**config.mk**
```make
export PLATFORM = sky130hd
export DESIGN_NAME = float_intm
export DESIGN_NICKNAME = d
export VERILOG_FILES = /design/src/rtl/float_intm.sv
export SDC_FILE = /design/constraint.sdc
export NUM_CORES = 1
export LEC_CHECK = 0
export BUFFER_PORTS_ARGS = -buffer_cell sky130_fd_sc_hd__buf_2
export CORE_ASPECT_RATIO = 0.7
export CORE_MARGIN = 2
export CORE_UTILIZATION = 45
export CTS_CLUSTER_DIAMETER = 30
export DETAILED_ROUTE_END_ITERATION = 10
export PLACE_DENSITY = 0.65
export SLEW_MARGIN = 5
export SYNTH_ARGS = -nofsm -noshare
export SYNTH_HDL_FRONTEND = slang
export SYNTH_SLANG_ARGS = --single-unit
```
**constraint.sdc**
```tcl
create_clock -name clk_sys -period 2.8 [get_ports clk_sys]
set_clock_uncertainty 0.2 [all_clocks]
set_input_delay 0.7 -clock clk_sys [delete_from_list [all_inputs] [get_ports clk_sys]]
set_output_delay 0.7 -clock clk_sys [all_outputs]
set_load 0.02 [all_outputs]
```
**src/rtl/float_intm.sv**
```systemverilog
// float_intm: sequential IEEE-754 single-precision to signed 16-bit integer
// converter. Rounds to nearest with ties away from zero and saturates
// out-of-range operands.
//
// Handshake: start_trig is a one-cycle request that is honoured only while
// the FSM is idle (busy = 0). Requests that arrive while busy are dropped,
// not queued. done pulses for exactly one cycle three edges after the
// accepting edge. result_int, ovf and nan_flag change only with done and
// hold their values until the next completion.
//
// Ports:
//   clk_sys     in   system clock, rising edge
//   rst_sys_n   in   asynchronous active-low reset
//   start_trig  in   conversion request, sampled only in IDLE
//   data_float  in   [31:0] IEEE-754 single operand, sampled with start_trig
//   result_int  out  [15:0] two's-complement result
//   done        out  one-cycle completion pulse
//   busy        out  high whenever the FSM is not in IDLE
//   ovf         out  saturation occurred
//   nan_flag    out  operand was NaN
module float_intm (
  input  logic        clk_sys,
  input  logic        rst_sys_n,
  input  logic        start_trig,
  input  logic [31:0] data_float,
  output logic [15:0] result_int,
  output logic        done,
  output logic        busy,
  output logic        ovf,
  output logic        nan_flag
);

  typedef enum logic [1:0] {IDLE, UNPACK, ALIGN, ROUND} state_t;
  typedef enum logic [1:0] {CLS_NORM, CLS_ZERO, CLS_INF, CLS_NAN} cls_t;

  localparam logic [31:0] NEG_32768 = 32'hC700_0000;

  state_t state, state_nx;

  // Operand and intermediate pipeline registers
  logic [31:0]       op_q;
  cls_t              cls_q;
  logic              sign_q;
  logic [23:0]       mant_q;
  logic signed [8:0] exp_q;   // unbiased exponent, -126..127
  logic [15:0]       mag_q;
  logic              rnd_q;
  logic              large_q;

  // ---------------- FSM ----------------
  always_ff @(posedge clk_sys or negedge rst_sys_n) begin
    if (!rst_sys_n) state <= IDLE;
    else            state <= state_nx;
  end

  always_comb begin
    state_nx = state;
    case (state)
      IDLE:    if (start_trig) state_nx = UNPACK;
      UNPACK:  state_nx = ALIGN;
      ALIGN:   state_nx = ROUND;
      ROUND:   state_nx = IDLE;
      default: state_nx = IDLE;
    endcase
  end

  assign busy = (state != IDLE);

  // ---------------- UNPACK: field split and classification ----------------
  logic [7:0]  e_fld;
  logic [22:0] f_fld;
  cls_t        cls_nx;

  assign e_fld = op_q[30:23];
  assign f_fld = op_q[22:0];

  always_comb begin
    cls_nx = CLS_NORM;
    if (e_fld == 8'hFF)      cls_nx = (f_fld != 23'd0) ? CLS_NAN : CLS_INF;
    else if (e_fld == 8'h00) cls_nx = CLS_ZERO;   // denormals flush to zero
  end

  // ---------------- ALIGN: integer magnitude and round bit ----------------
  logic [15:0] mag_nx;
  logic        rnd_nx;
  logic        large_nx;
  logic [4:0]  sh_amt;
  logic [4:0]  rnd_idx;
  logic [23:0] mant_sh;

  always_comb begin
    mag_nx   = 16'd0;
    rnd_nx   = 1'b0;
    large_nx = 1'b0;
    sh_amt   = 5'(9'sd23 - exp_q);
    rnd_idx  = 5'(9'sd22 - exp_q);
    mant_sh  = mant_q >> sh_amt;
    if (exp_q < -9'sd1) begin
      mag_nx = 16'd0;
      rnd_nx = 1'b0;
    end else if (exp_q == -9'sd1) begin
      mag_nx = 16'd0;
      rnd_nx = 1'b1;
    end else if (exp_q <= 9'sd14) begin
      // At most 15 significant bits survive a shift of 9 or more
      mag_nx = mant_sh[15:0];
      rnd_nx = mant_q[rnd_idx];
    end else begin
      large_nx = 1'b1;
    end
  end

  // ---------------- ROUND: rounding, sign and saturation ----------------
  logic [16:0] rnd_mag;
  logic [15:0] res_nx;
  logic        ovf_nx;
  logic        nan_nx;

  assign rnd_mag = 17'(mag_q) + 17'(rnd_q);

  always_comb begin
    res_nx = 16'h0000;
    ovf_nx = 1'b0;
    nan_nx = 1'b0;
    case (cls_q)
      CLS_NAN: nan_nx = 1'b1;
      CLS_INF: begin
        res_nx = sign_q ? 16'h8000 : 16'h7FFF;
        ovf_nx = 1'b1;
      end
      CLS_ZERO: res_nx = 16'h0000;
      default: begin
        if (!sign_q) begin
          if (large_q || rnd_mag > 17'd32767) begin
            res_nx = 16'h7FFF;
            ovf_nx = 1'b1;
          end else begin
            res_nx = rnd_mag[15:0];
          end
        end else begin
          if (large_q) begin
            // -32768.0 is the only large operand that is representable
            res_nx = 16'h8000;
            ovf_nx = (op_q != NEG_32768);
          end else if (rnd_mag > 17'd32768) begin
            res_nx = 16'h8000;
            ovf_nx = 1'b1;
          end else begin
            // r = 32768 negates to 0x8000; r = 0 negates to 0x0000
            res_nx = (~rnd_mag[15:0]) + 16'd1;
          end
        end
      end
    endcase
  end

  // ---------------- Datapath registers ----------------
  always_ff @(posedge clk_sys or negedge rst_sys_n) begin
    if (!rst_sys_n) begin
      op_q    <= 32'd0;
      cls_q   <= CLS_ZERO;
      sign_q  <= 1'b0;
      mant_q  <= 24'd0;
      exp_q   <= 9'sd0;
      mag_q   <= 16'd0;
      rnd_q   <= 1'b0;
      large_q <= 1'b0;
    end else begin
      case (state)
        IDLE: if (start_trig) op_q <= data_float;
        UNPACK: begin
          cls_q  <= cls_nx;
          sign_q <= op_q[31];
          mant_q <= {1'b1, f_fld};
          exp_q  <= $signed({1'b0, e_fld}) - 9'sd127;
        end
        ALIGN: begin
          mag_q   <= mag_nx;
          rnd_q   <= rnd_nx;
          large_q <= large_nx;
        end
        default: ;
      endcase
    end
  end

  // ---------------- Outputs: written only on ROUND -> IDLE ----------------
  always_ff @(posedge clk_sys or negedge rst_sys_n) begin
    if (!rst_sys_n) begin
      result_int <= 16'h0000;
      ovf        <= 1'b0;
      nan_flag   <= 1'b0;
      done       <= 1'b0;
    end else begin
      done <= (state == ROUND);
      if (state == ROUND) begin
        result_int <= res_nx;
        ovf        <= ovf_nx;
        nan_flag   <= nan_nx;
      end
    end
  end

endmodule

```
======== After elaboration in Yosys (flattened, before gate mapping) ========
Cells that the tools add are included.
operators by class
  $add $sub $neg .......................... 5
  $lt $le $gt $ge ......................... 5
  equal/unequal tests ..................... 10
  shift-type cells ........................ 1
  mux-type cells .......................... 28
  bitwise logic cells ..................... 1
  reduce and logical (&&, ||, !) cells .... 7
operator list
  kind                                                                               number
  16-bit two-way mux                                                                 8
  32-bit inequality test, second input constant                                      1
  16-bit case mux with 2 select lines                                                1
  24-bit by 5-bit >> shifter with 16-bit output                                      1
  23-bit nonzero test                                                                1
  16-bit by 1-bit adder with 17-bit output                                           1
  17-bit by 15-bit greater-than comparator with 1-bit output, second input constant  1
  17-bit by 16-bit greater-than comparator with 1-bit output, second input constant  1
  16-bit by 1-bit adder with 16-bit output, second input constant                    1
  16-bit NOT                                                                         1
  1-bit two-way mux                                                                  14
  5-bit subtractor, first input constant                                             2
  9-bit by 1-bit == test with 1-bit output, second input constant                    1
  9-bit by 5-bit less-or-equal comparator with 1-bit output, second input constant   1
  9-bit by 1-bit less-than comparator with 1-bit output, second input constant       1
  8-bit by 7-bit subtractor with 9-bit output, second input constant                 1
  2-bit == test, second input constant                                               4
  8-bit == test, second input constant                                               1
  8-bit zero test                                                                    1
  2-bit case mux with 4 select lines                                                 1
  5-bit by 6-bit less-than comparator with 1-bit output, second input constant       1
  1-bit binary-select mux with 5-bit select                                          1
  2-bit by 1-bit == test with 1-bit output, second input constant                    2
  2-bit two-way mux                                                                  2
  other kinds (7)                                                                    7
word-level totals
  flip-flop bits (word level) ............. 107
  bits of input ports ..................... 35

======== Depth between registers and ports, before layout ========
  depth in word-level cells ............... 7
  depth in mapped cells ................... 10
  gate-level depth less buffers ........... 10

======== Worst setup path after synthesis ========
OpenSTA, ideal clock, no wires.
  path type ............................... register to register
  from .................................... register mag_q[0]
  to ...................................... register result_int[1]
  library setup time ...................... 0.077 ns
  arrival time ............................ 2.440 ns
  required time ........................... 2.523 ns
  path slack .............................. 0.083 ns
  cell stages (with the launch flop) ...... 11
  clock period less this slack ............ 2.717 ns
  path through ............................ dfrtp_1 > ha_1 > xnor2_1 > inv_1 > ha_1 > nor4_1 > o211ai_1 > or4_4 > o311ai_2 > a21oi_1 > a21oi_1
on the way
  cells in the longest elaborated chain, start to end .. 7
ends and longest elaborated chain
  element                                       line  text
  start, declared                               46    logic [15:0] mag_q;
  start signal, assigned                        178   mag_q <= mag_nx;
  16-bit by 1-bit adder with 17-bit output (*)  119   assign rnd_mag = 17'(mag_q) + 17'(rnd_q);
  16-bit NOT                                    150   res_nx = (~rnd_mag[15:0]) + 16'd1;
  16-bit by 1-bit adder with 16-bit output      150
  16-bit two-way mux                            145   end else if (rnd_mag > 17'd32768) begin
  16-bit two-way mux                            141   if (large_q) begin
  16-bit two-way mux (*)                        133   if (!sign_q) begin
  16-bit case mux with 2 select lines (*)       125   case (cls_q)
  end signal, assigned                          197   result_int <= res_nx;
  end, declared                                 26    output logic [15:0] result_int,
Mark *: on every way between the ends. The rest lies on a longest branch, timed or not.
A chain may end at the register's enable or synchronous reset.

======== Final worst setup path ========
  from .................................... register rnd_q
  to ...................................... register ovf
on the way
  cells in the longest elaborated chain, start to end .. 6
ends and longest elaborated chain
  element                                                                                                                                          line      text
  start, declared                                                                                                                                  47        logic rnd_q;
  start signal, assigned                                                                                                                           179       rnd_q <= rnd_nx;
  16-bit by 1-bit adder with 17-bit output (*)                                                                                                     119
  17-bit by 16-bit greater-than comparator with 1-bit output / 17-bit by 15-bit greater-than comparator with 1-bit output (equally long branches)  145, 134
  1-bit two-way mux / 1-bit logical OR (equally long branches)                                                                                     145, 134
  1-bit two-way mux (on tied branches)                                                                                                             141, 134
  1-bit two-way mux (*)                                                                                                                            133
  1-bit case mux with 2 select lines (*)                                                                                                           125
  end signal, assigned                                                                                                                             198       ovf <= ovf_nx;
  end, declared                                                                                                                                    29        output logic ovf,
Marks and branches as above.

==> impl.org <==
** Clocking
- TritonCTS clock tree :: done
- Counting every sink on the clock net gives 107.
- The later pin in the worst-skew pair is clocked with a latency of between 0.3 and 0.4 ns.
- Buffer cell driving the clock tree root :: sky130_fd_sc_hd__clkbuf_16
- Number of buffers inserted during clock tree synthesis :: 9
- After clock tree synthesis, the flow added hold-fix buffers numbering 0.
- Clock-pin slew on the worst setup and hold paths :: approximately 0.080 ns
- The clock passes through at most 2 buffers.
- H-Tree Depth :: 3

** GRT
- Total GRT Usage :: 22.3%
- Entering global routing, the biggest net connects 83 pins.
- Global routing finished with a remaining overflow of 0.
- First-pass GRT wire length :: between 20 and 30 mm
- The number of antenna violations at the first check in global routing is 0.
- The number of global-route vias before repair came to ~5,600.

** Timing
- Post-layout minimum cycle time :: between 2 and 3 ns
- Setup violations remaining at the end of the flow were counted as 0.
- For this run, the top clock speed supported by timing is approximately 0.36 GHz.
- Least-Margin Pin Slew :: roughly 0.55 ns
- Post-route fraction of the period consumed by the critical path :: 99.0%
- Relative slew slack :: 63.3%
- Final-report max-slew violation count :: 0
- Setup repair after global routing could not meet its margin everywhere.
- The number of hold-slack violations in the final timing report was 0.

** Die
- Pin placement for this block handled 55 I/O pins.
- The floorplan step set the die height to 109 um.
- The core region is roughly 15,000 sq um.
- Measured along the x axis, the die boundary spans 154 um.
- Std-Cell Rows :: 38
- For this configuration, the core starts out at a cell density of between 40% and 50%.
- Die area :: 16,700 sq um

** Synthesis
- Leading post-synthesis cells by cell area :: sky130_fd_sc_hd__dfrtp_1 38%, sky130_fd_sc_hd__mux2_2 11%, sky130_fd_sc_hd__mux2i_1 5.5%, sky130_fd_sc_hd__mux4_2 3.8%, sky130_fd_sc_hd__a21oi_1 3.6%
- Sequential element share of the synthesized area :: about 38%
- In the post-synthesis netlist, the cell with the most instances is sky130_fd_sc_hd__dfrtp_1.
- Synthesis produced a netlist with a net count of between 700 and 800.
- Averaged over all synthesized cells, the footprint is 9.84 sq um.
- Most common library cells after synthesis :: 106 x sky130_fd_sc_hd__dfrtp_1, 67 x sky130_fd_sc_hd__mux2_2, 52 x sky130_fd_sc_hd__nand2_1
- Synthesized instance count :: ~720
- Number of warnings issued by yosys :: 0
- Flip-flop and latch count after synthesis :: 107
- The synthesized design devotes to its leading area cell type 37.6% of total area.
- Of all cell types, the one taking the most synthesized area is sky130_fd_sc_hd__dfrtp_1.
- The most used flip-flop cell after synthesis is sky130_fd_sc_hd__dfrtp_1.
- Async set or reset register ratio after synthesis :: between 90% and 100%
- Counting flops with a built-in enable in the synthesized netlist gives 0.
- Distinct cells, synth :: between 70 and 80
- Summing every instance area after synthesis gives around 7000 sq um.

** Placed design
- Number of placed cells counting well taps :: just under 1,000
- Port Buf Inserts :: 54
- At the end of routability-driven placement, the weighted congestion stood at between 0.9 and 1.
- Post-detail-place hpwl :: roughly 13 mm

** Setup path
- Maximum fanout along the worst path :: 5
- For the worst setup path, the data arrival time is 2.87 ns.
- Minimum setup slack among reg-to-reg paths :: roughly 0.027 ns
- At the worst endpoint, the required time is between 2 and 3 ns.
- Crit end category :: flop
- Nature of the critical path startpoint :: flop
- The critical path is of the reg -> reg type.

** Final layout
- Area added between synthesis and finish :: 18.3%
- Layout cells sized above 1 :: 31.1%
- Antenna Diode Count :: 0
- Counting the fill cells in the layout gives between 1,000 and 1,500.
- Number of nets in the layout :: 847
- Excluding fillers, the count of instances in the completed layout stands at around 1,000.

** Detailed routing
- The detail route stage leaves a number of antenna-violating nets equal to 0.
- The pre-antenna-repair detailed-routing pass consisted of 4 iterations.
- The first routing iteration left ~470 violations.
- After detailed routing, the wire length on met1 is roughly 9.5 mm.
- Post-DR vias/cell :: 5.95
- After detailed routing, the total wire length is ~18 mm.
- In the detailed route, the total length drawn on met3 is about 940 um.
- Highest signal layer in the routed design :: met4
- The final route contains slightly below 6,000 vias.
- After detailed routing, the average wire length per cell comes to 17.9 um.
- Met2 Wirelength :: 7.40 mm
- After detailed routing, the number of remaining DRC violations is 0.

** Run status
- The flow ran to the end, and the final reports show no timing, DRC or antenna violations.

** Pwr
- Leakage power of the design :: 0.00360 uW
- Power per Cell Area :: around 1400 nW/um^2
- Post-layout power :: between 10,000 and 15,000 uW
- IR analysis of the VDD net gives a maximum drop of roughly 0.63 mV.

** Min path
- In this run the worst hold path is classified as in -> async.

** Job
- # Max-Cap Violations :: 0
[what timing repair did]
item | CTS | global route
buffers inserted | 0 | 5
pin swaps | 2 | 6
resized for setup | 8 | 21
setup endpoints to repair | 5 | 23
cloned | 0 | 0
[stage by stage]
step	area (sq um)	setup TNS (ns)	setup WS, ns	hold slack [ns]	util (%)
floorplan	7060	0	0.0825	0.204	-
global placement	7840	0	0.0295	0.285	50.9
detailed placement	7840	-0.0634	-0.0524	0.301	50.9
CTS	8190	0	0.0263	0.0292	53.2
global route	8350	-1.01	-0.112	0.0357	54.2
finish	8350	0	0.0270	0.0328	54.2
[cell usage in the layout, fill, tap and decap left out, types with 20 or more instances in the layout]
master	instances
sky130_fd_sc_hd__nor3_1	22
sky130_fd_sc_hd__mux2_2	67
sky130_fd_sc_hd__nand2_1	51
sky130_fd_sc_hd__dfrtp_1	105
sky130_fd_sc_hd__inv_1	24
sky130_fd_sc_hd__mux2i_1	39
sky130_fd_sc_hd__buf_2	53
sky130_fd_sc_hd__a21oi_1	51
sky130_fd_sc_hd__o21ai_0	22
sky130_fd_sc_hd__nand3_1	20
sky130_fd_sc_hd__buf_4	60
sky130_fd_sc_hd__nor2_1	44
[logic make-up after synthesis]
logic type	share of synthesized area, %
AO/OA/AOI/OAI	14.8
XOR/XNOR	3.58
adder cells (fa/ha/maj)	2.83
buffers and inverters	4.55
flip-flops	37.9
multiplexers	20.0
AND/OR/NAND/NOR	16.2
[power by group]
part | internal (uW) | total, uW | switching [uW]
Combinational | 3520 | 7490 | 3970
Clock | 648 | 1350 | 704
Sequential | 2280 | 3060 | 780
[cell type report]
cell class	count	area [sq um]	share of cell area (%)
clock buffer	9	225	2.70
sequential	107	2680	32.1
timing repair buffer	119	805	9.63
tap	200	250	3.00
clock inverter	7	86.3	1.03
multi-input combinational	533	4210	50.4
inverter	26	97.6	1.17
[metal layers]
layer / global-route usage, % / up-vias
li1: - / 2824
met5: 0 / -
met2: 31.3 / 142
met1: 34.9 / 2972
met3: 5.05 / 13
met4: 4.26 / 0
[flip-flops by register name, indices dropped and copies added, names as in the netlist]
| register | cells |
|---|---|
| cls_q | 2 |
| done | 1 |
| exp_q | 9 |
| large_q | 1 |
| mag_q | 16 |
| mant_q | 24 |
| nan_flag | 1 |
| op_q | 32 |
| ovf | 1 |
| result_int | 16 |
| rnd_q | 1 |
| sign_q | 1 |
| state | 2 |
[final timing paths]
check	start	to	cells after the start
setup / recovery	rnd_q$_DFFE_PN0P_	ovf$_DFFE_PN0P_	11
hold / removal	rst_sys_n	op_q[11]$_DFFE_PN0P_	1
setup reg to reg	rnd_q$_DFFE_PN0P_	ovf$_DFFE_PN0P_	11
hold reg to reg	result_int[0]$_DFFE_PN0P_	result_int[0]$_DFFE_PN0P_	1
max in group asynchronous	rst_sys_n	mag_q[1]$_DFFE_PN0P_	2
min in group clk_sys	result_int[0]$_DFFE_PN0P_	result_int[0]$_DFFE_PN0P_	1
[critical path: stages, from the launching register on]
cell and delay [ns]:
sky130_fd_sc_hd__dfrtp_1 0.42, sky130_fd_sc_hd__buf_4 0.16, sky130_fd_sc_hd__ha_4 0.27, sky130_fd_sc_hd__buf_6 0.13
sky130_fd_sc_hd__nand4_1 0.11, sky130_fd_sc_hd__nor4_2 0.16, sky130_fd_sc_hd__o211ai_1 0.13, sky130_fd_sc_hd__or4_4 0.47
sky130_fd_sc_hd__nor3_2 0.25, sky130_fd_sc_hd__buf_4 0.18, sky130_fd_sc_hd__nor3_1 0.05, sky130_fd_sc_hd__a31oi_1 0.17
Note: power is estimated with default switching activity, not from simulation.
